[config.mk]
export PLATFORM = sky130hd
export DESIGN_NAME = kd_sort_ce
export DESIGN_NICKNAME = d
export VERILOG_FILES = /design/src/rtl/kd_tree_pkg.sv /design/src/rtl/kd_cmp_swap.sv /design/src/rtl/kd_sort_ce.sv
export SDC_FILE = /design/constraint.sdc
export NUM_CORES = 1
export LEC_CHECK = 0
export ABC_AREA = 1
export CAP_MARGIN = 20
export CELL_PAD_IN_SITES_DETAIL_PLACEMENT = 1
export CELL_PAD_IN_SITES_GLOBAL_PLACEMENT = 1
export CORE_MARGIN = 8
export CORE_UTILIZATION = 43
export CTS_BUF_LIST = sky130_fd_sc_hd__clkbuf_8
export DETAILED_ROUTE_END_ITERATION = 10
export PLACE_DENSITY_LB_ADDON = 0.25
export REMOVE_ABC_BUFFERS = 1
export SLEW_MARGIN = 5
export SYNTH_ARGS = -nofsm -noshare
export SYNTH_HDL_FRONTEND = slang
export SYNTH_SLANG_ARGS = --single-unit
[constraint.sdc]
create_clock -name clk -period 6.1 [get_ports clk]
set_input_delay 1.22 -clock clk [delete_from_list [all_inputs] [get_ports clk]]
set_output_delay 1.22 -clock clk [all_outputs]
set_load 0.02 [all_outputs]
[src/rtl/kd_tree_pkg.sv]
// Shared definitions for the kd-tree node sorting blocks: FSM encodings,
// key mode constants, slot identifiers and width derivation helpers.
package kd_tree_pkg;

    typedef enum logic [2:0] {
        ST_IDLE = 3'd0,
        ST_S0   = 3'd1,
        ST_S1   = 3'd2,
        ST_S2   = 3'd3,
        ST_DONE = 3'd4
    } kd_state_e;

    // Input slot a center originally came from, used for switch flags.
    typedef enum logic [1:0] {
        SLOT_L = 2'd0,
        SLOT_P = 2'd1,
        SLOT_R = 2'd2
    } kd_slot_e;

    localparam int MODE_AXIS = 0;
    localparam int MODE_FULL = 1;

    // Axis index width; never narrower than one bit, even for DIM=1.
    function automatic int calc_axw(input int dim);
        return (dim > 1) ? $clog2(dim) : 1;
    endfunction

    // Packed center width.
    function automatic int calc_cw(input int dim, input int dw);
        return dim * dw;
    endfunction

endpackage

[src/rtl/kd_cmp_swap.sv]
// Combinational compare-and-swap of two packed centers. The pair is put in
// ascending key order; equal keys keep their original order.
module kd_cmp_swap
    import kd_tree_pkg::*;
#(
    parameter int DIM  = 3,
    parameter int DW   = 8,
    parameter int MODE = MODE_AXIS,
    localparam int CW  = calc_cw(DIM, DW),
    localparam int AXW = calc_axw(DIM)
) (
    input  logic [CW-1:0]  a_in,
    input  logic [CW-1:0]  b_in,
    input  logic [AXW-1:0] axis,
    output logic [CW-1:0]  lo_out,
    output logic [CW-1:0]  hi_out,
    output logic           swap
);

    logic [DW-1:0] coord_a;
    logic [DW-1:0] coord_b;
    logic [CW-1:0] key_a;
    logic [CW-1:0] key_b;

    // Build the comparison keys: one coordinate, or the whole packed vector.
    always_comb begin
        coord_a = a_in[DW-1:0];
        coord_b = b_in[DW-1:0];
        for (int i = 1; i < DIM; i++) begin
            if (axis == AXW'(i)) begin
                coord_a = a_in[i*DW +: DW];
                coord_b = b_in[i*DW +: DW];
            end
        end
        if (MODE == MODE_FULL) begin
            key_a = a_in;
            key_b = b_in;
        end else begin
            key_a = CW'(coord_a);
            key_b = CW'(coord_b);
        end
    end

    // Strict greater-than, so ties never reorder.
    always_comb begin
        swap   = (key_a > key_b);
        lo_out = swap ? b_in : a_in;
        hi_out = swap ? a_in : b_in;
    end

endmodule

[src/rtl/kd_sort_ce.sv]
// Three-center sorting engine for kd-tree construction. Accepts a
// (left, parent, right) triplet, orders it by key with a three-step
// compare-exchange network sharing one comparator, and reports the child
// split axis, which slots moved, and a saturating swap count.
module kd_sort_ce
    import kd_tree_pkg::*;
#(
    parameter int DIM   = 3,
    parameter int DW    = 8,
    parameter int MODE  = MODE_AXIS,
    parameter int CNT_W = 16,
    localparam int CW   = calc_cw(DIM, DW),
    localparam int AXW  = calc_axw(DIM)
) (
    input  logic             clk,
    input  logic             rst,
    input  logic             in_valid,
    output logic             in_ready,
    input  logic             sort_en,
    input  logic [CW-1:0]    left_in,
    input  logic [CW-1:0]    parent_in,
    input  logic [CW-1:0]    right_in,
    input  logic [AXW-1:0]   axis_in,
    output logic             out_valid,
    input  logic             out_ready,
    output logic [CW-1:0]    left_out,
    output logic [CW-1:0]    parent_out,
    output logic [CW-1:0]    right_out,
    output logic [AXW-1:0]   child_axis,
    output logic             stable,
    output logic             left_switch,
    output logic             parent_switch,
    output logic             right_switch,
    output logic [CNT_W-1:0] swap_count
);

    // Out-of-range axis values fall back to axis 0.
    function automatic logic [AXW-1:0] sanitize_axis(input logic [AXW-1:0] ax);
        if (int'(ax) >= DIM) return '0;
        return ax;
    endfunction

    // Round-robin split axis for the next tree level.
    function automatic logic [AXW-1:0] next_axis(input logic [AXW-1:0] ax);
        if (int'(ax) + 1 >= DIM) return '0;
        return ax + AXW'(1);
    endfunction

    // Counter that sticks at all-ones instead of wrapping.
    function automatic logic [CNT_W-1:0] sat_inc(input logic [CNT_W-1:0] c);
        return (&c) ? c : c + CNT_W'(1);
    endfunction

    kd_state_e        state_q, state_d;
    logic [CW-1:0]    l_q, l_d, p_q, p_d, r_q, r_d;
    kd_slot_e         org_l_q, org_l_d, org_p_q, org_p_d, org_r_q, org_r_d;
    logic [AXW-1:0]   axis_q, axis_d;
    logic             swapped_q, swapped_d;
    logic [CNT_W-1:0] cnt_q, cnt_d;
    logic [CW-1:0]    lo_q, lo_d, po_q, po_d, ro_q, ro_d;
    logic [AXW-1:0]   child_q, child_d;
    logic             stable_q, stable_d;
    logic             lsw_q, lsw_d, psw_q, psw_d, rsw_q, rsw_d;

    logic [CW-1:0]    cmp_a, cmp_b, cmp_lo, cmp_hi;
    logic             cmp_swap;

    // Steer the working pair of the current step into the shared comparator.
    always_comb begin
        cmp_a = l_q;
        cmp_b = p_q;
        if (state_q == ST_S1) begin
            cmp_a = p_q;
            cmp_b = r_q;
        end
    end

    kd_cmp_swap #(
        .DIM  (DIM),
        .DW   (DW),
        .MODE (MODE)
    ) u_cmp (
        .a_in   (cmp_a),
        .b_in   (cmp_b),
        .axis   (axis_q),
        .lo_out (cmp_lo),
        .hi_out (cmp_hi),
        .swap   (cmp_swap)
    );

    // Sequencing, working-set update and result capture.
    always_comb begin
        state_d   = state_q;
        l_d       = l_q;
        p_d       = p_q;
        r_d       = r_q;
        org_l_d   = org_l_q;
        org_p_d   = org_p_q;
        org_r_d   = org_r_q;
        axis_d    = axis_q;
        swapped_d = swapped_q;
        cnt_d     = cnt_q;
        lo_d      = lo_q;
        po_d      = po_q;
        ro_d      = ro_q;
        child_d   = child_q;
        stable_d  = stable_q;
        lsw_d     = lsw_q;
        psw_d     = psw_q;
        rsw_d     = rsw_q;
        in_ready  = (state_q == ST_IDLE);
        out_valid = (state_q == ST_DONE);

        case (state_q)
            ST_IDLE: begin
                if (in_valid) begin
                    l_d       = left_in;
                    p_d       = parent_in;
                    r_d       = right_in;
                    org_l_d   = SLOT_L;
                    org_p_d   = SLOT_P;
                    org_r_d   = SLOT_R;
                    axis_d    = sanitize_axis(axis_in);
                    swapped_d = 1'b0;
                    if (sort_en) begin
                        state_d = ST_S0;
                    end else begin
                        // Pass-through publishes the triplet untouched.
                        state_d  = ST_DONE;
                        lo_d     = left_in;
                        po_d     = parent_in;
                        ro_d     = right_in;
                        child_d  = next_axis(sanitize_axis(axis_in));
                        stable_d = 1'b1;
                        lsw_d    = 1'b0;
                        psw_d    = 1'b0;
                        rsw_d    = 1'b0;
                    end
                end
            end
            ST_S0, ST_S2: begin
                if (cmp_swap) begin
                    l_d       = cmp_lo;
                    p_d       = cmp_hi;
                    org_l_d   = org_p_q;
                    org_p_d   = org_l_q;
                    swapped_d = 1'b1;
                    cnt_d     = sat_inc(cnt_q);
                end
                state_d = (state_q == ST_S0) ? ST_S1 : ST_DONE;
            end
            ST_S1: begin
                if (cmp_swap) begin
                    p_d       = cmp_lo;
                    r_d       = cmp_hi;
                    org_p_d   = org_r_q;
                    org_r_d   = org_p_q;
                    swapped_d = 1'b1;
                    cnt_d     = sat_inc(cnt_q);
                end
                state_d = ST_S2;
            end
            ST_DONE: begin
                if (out_ready) state_d = ST_IDLE;
            end
            default: state_d = ST_IDLE;
        endcase

        // The last exchange step publishes the finished ordering.
        if (state_q == ST_S2) begin
            lo_d     = l_d;
            po_d     = p_d;
            ro_d     = r_d;
            child_d  = next_axis(axis_q);
            stable_d = ~swapped_d;
            lsw_d    = (org_l_d != SLOT_L);
            psw_d    = (org_p_d != SLOT_P);
            rsw_d    = (org_r_d != SLOT_R);
        end
    end

    // State and data registers; reset discards any operation in flight.
    always_ff @(posedge clk or negedge rst) begin
        if (!rst) begin
            state_q   <= ST_IDLE;
            l_q       <= '0;
            p_q       <= '0;
            r_q       <= '0;
            org_l_q   <= SLOT_L;
            org_p_q   <= SLOT_P;
            org_r_q   <= SLOT_R;
            axis_q    <= '0;
            swapped_q <= 1'b0;
            cnt_q     <= '0;
            lo_q      <= '0;
            po_q      <= '0;
            ro_q      <= '0;
            child_q   <= '0;
            stable_q  <= 1'b0;
            lsw_q     <= 1'b0;
            psw_q     <= 1'b0;
            rsw_q     <= 1'b0;
        end else begin
            state_q   <= state_d;
            l_q       <= l_d;
            p_q       <= p_d;
            r_q       <= r_d;
            org_l_q   <= org_l_d;
            org_p_q   <= org_p_d;
            org_r_q   <= org_r_d;
            axis_q    <= axis_d;
            swapped_q <= swapped_d;
            cnt_q     <= cnt_d;
            lo_q      <= lo_d;
            po_q      <= po_d;
            ro_q      <= ro_d;
            child_q   <= child_d;
            stable_q  <= stable_d;
            lsw_q     <= lsw_d;
            psw_q     <= psw_d;
            rsw_q     <= rsw_d;
        end
    end

    assign left_out      = lo_q;
    assign parent_out    = po_q;
    assign right_out     = ro_q;
    assign child_axis    = child_q;
    assign stable        = stable_q;
    assign left_switch   = lsw_q;
    assign parent_switch = psw_q;
    assign right_switch  = rsw_q;
    assign swap_count    = cnt_q;

endmodule

# Word-level counts from Yosys, hierarchy flattened
# Index checks and enable logic that the tools add are counted.
[totals]
ff_bits = 178
input_bits = 79
output_inout_bits = 96
elab_cells = 133
[classes]
addsub = 5
magnitude_cmp = 4
eq_ne = 11
mux = 82
n_bitwise = 2
n_reduce_logical = 11
[op_table]
columns = ["op", "count"]
rows = [
  ["24-bit two-way mux", 21],
  ["24-bit one-hot mux with 2 select lines", 2],
  ["24-bit one-hot mux with 3 select lines", 1],
  ["2-bit two-way mux", 21],
  ["8-bit two-way mux", 4],
  ["1-bit two-way mux", 24],
  ["16-bit by 1-bit adder with 16-bit output (second input constant)", 1],
  ["16-bit AND reduction", 1],
  ["3-bit two-way mux", 4],
  ["3-bit one-hot mux with 4 select lines", 1],
  ["8-bit > comparator", 1],
  ["2-bit one-hot mux with 2 select lines", 2],
  ["2-bit by 1-bit adder with 3-bit output (second input constant)", 2],
  ["3-bit by 2-bit == test with 1-bit output (second input constant)", 2],
  ["3-bit by 2-bit >= comparator with 1-bit output (second input constant)", 2],
  ["2-bit by 1-bit inequality test with 1-bit output (second input constant)", 3],
  ["2-bit one-hot mux with 3 select lines", 1],
  ["3-bit AND reduction", 2],
  ["2-bit nonzero test", 3],
  ["2-bit by 1-bit adder with 2-bit output (second input constant)", 2],
  ["2-bit inequality test (second input constant)", 2],
  ["2-bit AND reduction", 2],
  ["3-bit by 1-bit == test with 1-bit output (second input constant)", 1],
  ["3-bit == test (second input constant)", 1],
  ["8 further kinds", 9],
]

# Longest topological paths before layout
[depth]
depth_word = 20
mapped_depth = 27
ltp_nobuf = 24

# Modules after synthesis
# From an unflattened synthesis, not the netlist that was laid out.
[unflattened]
hier_cells = 1927
area_unflattened_um2 = 12097.9
[modules_own_cells]
columns = ["mod", "n_inst", "cells_per_inst", "area_each_um2", "seq_area_each_um2"]
rows = [
  ["kd_sort_ce", 1, 1665, 10886.7, 4456.8],
  ["kd_cmp_swap", 1, 262, 1211.2, 0.0],
]

# Least setup slack after synthesis
# Ideal clock, no wire load.
[synth_timing]
path_kind = "reg-to-reg"
start = "reg state_q[2]"
end = "reg po_q[10] (netlist: parent_out[10])"
setup_time_ns = 0.116
t_arrival_ns = 2.782
t_required_ns = 5.984
setup_slack_ns = 3.202
stages_incl_launch_ff = 21
n_path_buf = 4
synth_period_minus_slack_ns = 2.898
cell_sequence = "dfrtp_1 > buf_4 > nor2_4 > nand2_2 > buf_6 > buf_2 > o21ai_2 > inv_2 > a221oi_1 > ha_1 > nand2_1 > a21oi_1 > nor2_2 > nand2_2 > nand2_2 > buf_1 > nand2_1 > nand2_1 > nand3_1 > nand2_1 > nand2_1"
[synth_via]
elab_chain_len = 8
elab_cells_between_ends = 20
cone_classes = "1 x order compare; 4 x eq/ne; 10 x mux; 5 x reduce/logical"
[synth_lines]
columns = ["element", "line", "rtl"]
rows = [
  ["from (decl)", "kd_sort_ce.sv:54", "kd_state_e state_q, state_d;"],
  ["from (signal assigned)", "kd_sort_ce.sv:204", "state_q <= state_d;"],
  ["3-bit by 2-bit == test with 1-bit output", "kd_sort_ce.sv:72, kd_sort_ce.sv:114", ""],
  ["24-bit two-way mux", "kd_sort_ce.sv:72", "if (state_q == ST_S1) begin"],
  ["8-bit two-way mux (2 in series)", "kd_cmp_swap.sv:30", "if (axis == AXW'(i)) begin"],
  ["8-bit > comparator", "kd_cmp_swap.sv:46", "swap = (key_a > key_b);"],
  ["24-bit two-way mux (on tied branches)", "kd_sort_ce.sv:153, kd_sort_ce.sv:142", ""],
  ["24-bit one-hot mux with 3 select lines", "kd_sort_ce.sv:114", "case (state_q)"],
  ["24-bit two-way mux", "kd_sort_ce.sv:170", "if (state_q == ST_S2) begin"],
  ["to (signal assigned)", "kd_sort_ce.sv:215", "po_q <= po_d;"],
  ["to (decl)", "kd_sort_ce.sv:60", "logic [CW-1:0] lo_q, lo_d, po_q, po_d, ro_q, ro_d;"],
]
# Several ways; a longest one is shown, not always the timed one.
# A chain may end at the register's enable or synchronous reset.

# Worst setup path in the final report
[layout_timing]
start = "reg state_q[1]"
end = "reg po_q[9] (netlist: parent_out[9])"
# Same word-level chain as after synthesis.

==> run metrics <==
Hold Crit Class=reg2reg; fmax=0.226 GHz; crit-path most repeated cell=nand2_1; Synth Flop Type=dfrtp_1; Post-synth ARST share=100%; synth-to-layout area growth=21.0%; number of remaining DRC errors=0; clock sinks=178; arrival time worst endpoint=4810 ps; Rows=58; Max-Cap Viols=0; DR vias=11,200; area of the multi-input gates=5330 um2; Critical Path Max Stage Delay=610 ps; All-Layer GR Usage=26.5%; Bufs and invs on worst path=3; filler instances=3,222; wire length per cell=20.2 um; I/O pins=175; gpl congestion=0.835; postcts setup bufs=0; die footprint=30,500 um2; hold depth=2; setup violators final=0; core area=25,000 um2; Final Max Tran Viols=0; n_diodes=0; startpoint types=flop; clk buf depth=2; register area share after synthesis=41.2%; FF+latch area=4460 um2; Clock Tree Root=clkbuf_8; layout cells sized above 1=5.24%; Synth cell types=43; first-pass GRT wire length=65,500 um; Nets=1,756; aggregate routed wire length=40,500 um; register bit total from synthesis=178; status=complete, no violations; post-DP HPWL=26,500 um; Syn Inst Count=1,545; post-detailed-route count of antenna-violating nets=0; Worst setup startpoint=state_q[1]$_DFFE_PN0P_; Die Wd=175 um; initial core utilization=43.3%; WHS=491 ps; hold buffer count at cts=0; Ys Warns=0; clk_lat worst skew=500 ps; Clock H-tree levels=4; cts repair resizes=0; FF-to-FF Start=state_q[1]$_DFFE_PN0P_; Post-synth EDFFs=0; DR pass1 iterations=5; Crit path depth=22; first-iteration detailed-routing DRC count=864; Worst Tran Pin Value=929 ps; Period minus WS final=4430 ps; Top delay family on crit path=simple AND/OR/NAND/NOR gates; Final period util=72.7%; Relative slew margins=38.0%; Syn Std Cell Area=10,800 um2; CTS tree=yes; Worst R2R Path Depth=22; HP Start=parent_out[20]$_DFFE_PN0P_; most common cell after layout, fill and taps aside=nand2_1; Vias/cell=5.58; global route overflow=0; CP Capture Type=flop; vias in the first global route=12,300; initial antenna violation count=0; pin count of the biggest net entering global routing=73; crit path kind=reg2reg; Mean Syn Cell Area=7.00 um2; IO Port Bufs=174; crit-path cells=inv_2 > nor2_4 > nand2_2 > inv_2 > nand2_1 > o21ai_1 > o22ai_1 > o21bai_1 > ha_1 > nand2_1 > nand2_1 > nand2_1 > nand2_1 > nand2_1 > nand2_2 > nand2_2 > buf_12 > nand2_1 > nand3_1 > nand4_1 > nand2_1 > nand2_1; chip height=175 um; Worst-path clk slew=110 ps; Fin. Hold Viols=0; CTS Buf Count=17; worst path required time=6470 ps; Layout Skew=24.8 ps; RSZ-0062 raised after global routing=no; CP max stage cell=inv_2; crit path max fanout=36; most frequent cells in the layout=577 x nand2_1, 176 x dfrtp_1, 173 x clkdlybuf4s50_1
[cells in the mapped netlist (6+ instances only)]
master | n | area (um2)
o21ai_0 | 69 | 345
a22oi_1 | 32 | 240
a221oi_1 | 16 | 140
dfrtp_1 | 176 | 4400
clkbuf_1 | 37 | 139
nand3_1 | 128 | 641
nor2_1 | 78 | 293
nand4_1 | 20 | 125
inv_2 | 10 | 37.5
a21oi_1 | 36 | 180
buf_6 | 6 | 67.6
o211ai_1 | 12 | 90.1
xor2_1 | 14 | 123
ha_1 | 11 | 138
buf_2 | 30 | 150
buf_4 | 10 | 75.1
inv_1 | 143 | 537
o21a_1 | 16 | 120
nand2_1 | 578 | 2170
buf_1 | 9 | 33.8
o21ai_1 | 58 | 290
[routing by layer]
metal / wire length (um) / global-route usage [%] / up-vias
met1: 17900 / 34.1 / 5559
met3: 2200 / 4.51 / 63
met5: 0 / 0 / -
met2: 19600 / 44.8 / 331
met4: 720 / 7.98 / 0
li1: - / - / 5248
[path summary, 6_finish.rpt]
check	end	slack, ps
min in group asynchronous	left_out[13]$_DFFE_PN0P_	730
max in group asynchronous	l_q[19]$_DFF_PN0_	4140
setup reg to reg	parent_out[9]$_DFFE_PN0P_	1670
hold / removal	parent_out[20]$_DFFE_PN0P_	490
setup / recovery	parent_out[9]$_DFFE_PN0P_	1670
hold reg to reg	parent_out[20]$_DFFE_PN0P_	490
[area by class of cell]
class / count / share of cell area (%)
clock inverter: 13 / 1.15
clock buffer: 18 / 1.89
multi-input combinational: 1121 / 40.7
inverter: 154 / 4.43
sequential: 178 / 34.1
tap: 330 / 3.15
timing repair buffer: 194 / 14.6
[worst register-to-register path, stage by stage, from the launching register on]
cell	delay, ps
dfrtp_1	410
inv_2	70
nor2_4	110
nand2_2	300
inv_2	610
nand2_1	110
o21ai_1	170
o22ai_1	110
o21bai_1	180
ha_1	360
nand2_1	90
nand2_1	50
nand2_1	50
nand2_1	50
nand2_1	130
nand2_2	110
nand2_2	600
buf_12	310
nand2_1	120
nand3_1	100
nand4_1	140
nand2_1	100
nand2_1	60
[stage by stage]
stage	instance area (um2)	cells	TNS [ps]	setup WS, ps	utilization, %
floorplan	10400	1453	-17860	-719	-
global placement	12700	1977	0	1920	50.8
detailed placement	12700	1977	0	1750	50.8
CTS	13100	2008	0	1720	52.4
global route	13100	2008	0	1240	52.4
finish	13100	2008	0	1670	52.4
[registers in the layout (all words and copies together), names as in the netlist, 3 cells and up]
| name | flops |
|---|---|
| l_q | 24 |
| left_out | 24 |
| p_q | 24 |
| parent_out | 24 |
| r_q | 24 |
| right_out | 24 |
| state_q | 3 |
| swap_count | 16 |
[cells by family after synthesis]
kind of cell | share of synthesized area (%)
simple gates | 31.6
compound gates | 15.1
buf+inv | 9.65
flops | 41.2
xor+xnor | 1.21
fa+ha+maj | 1.27
Power is left out: the tool's default activity adds up to more than one toggle a clock period on the data nets, which glitch-free logic cannot reach.
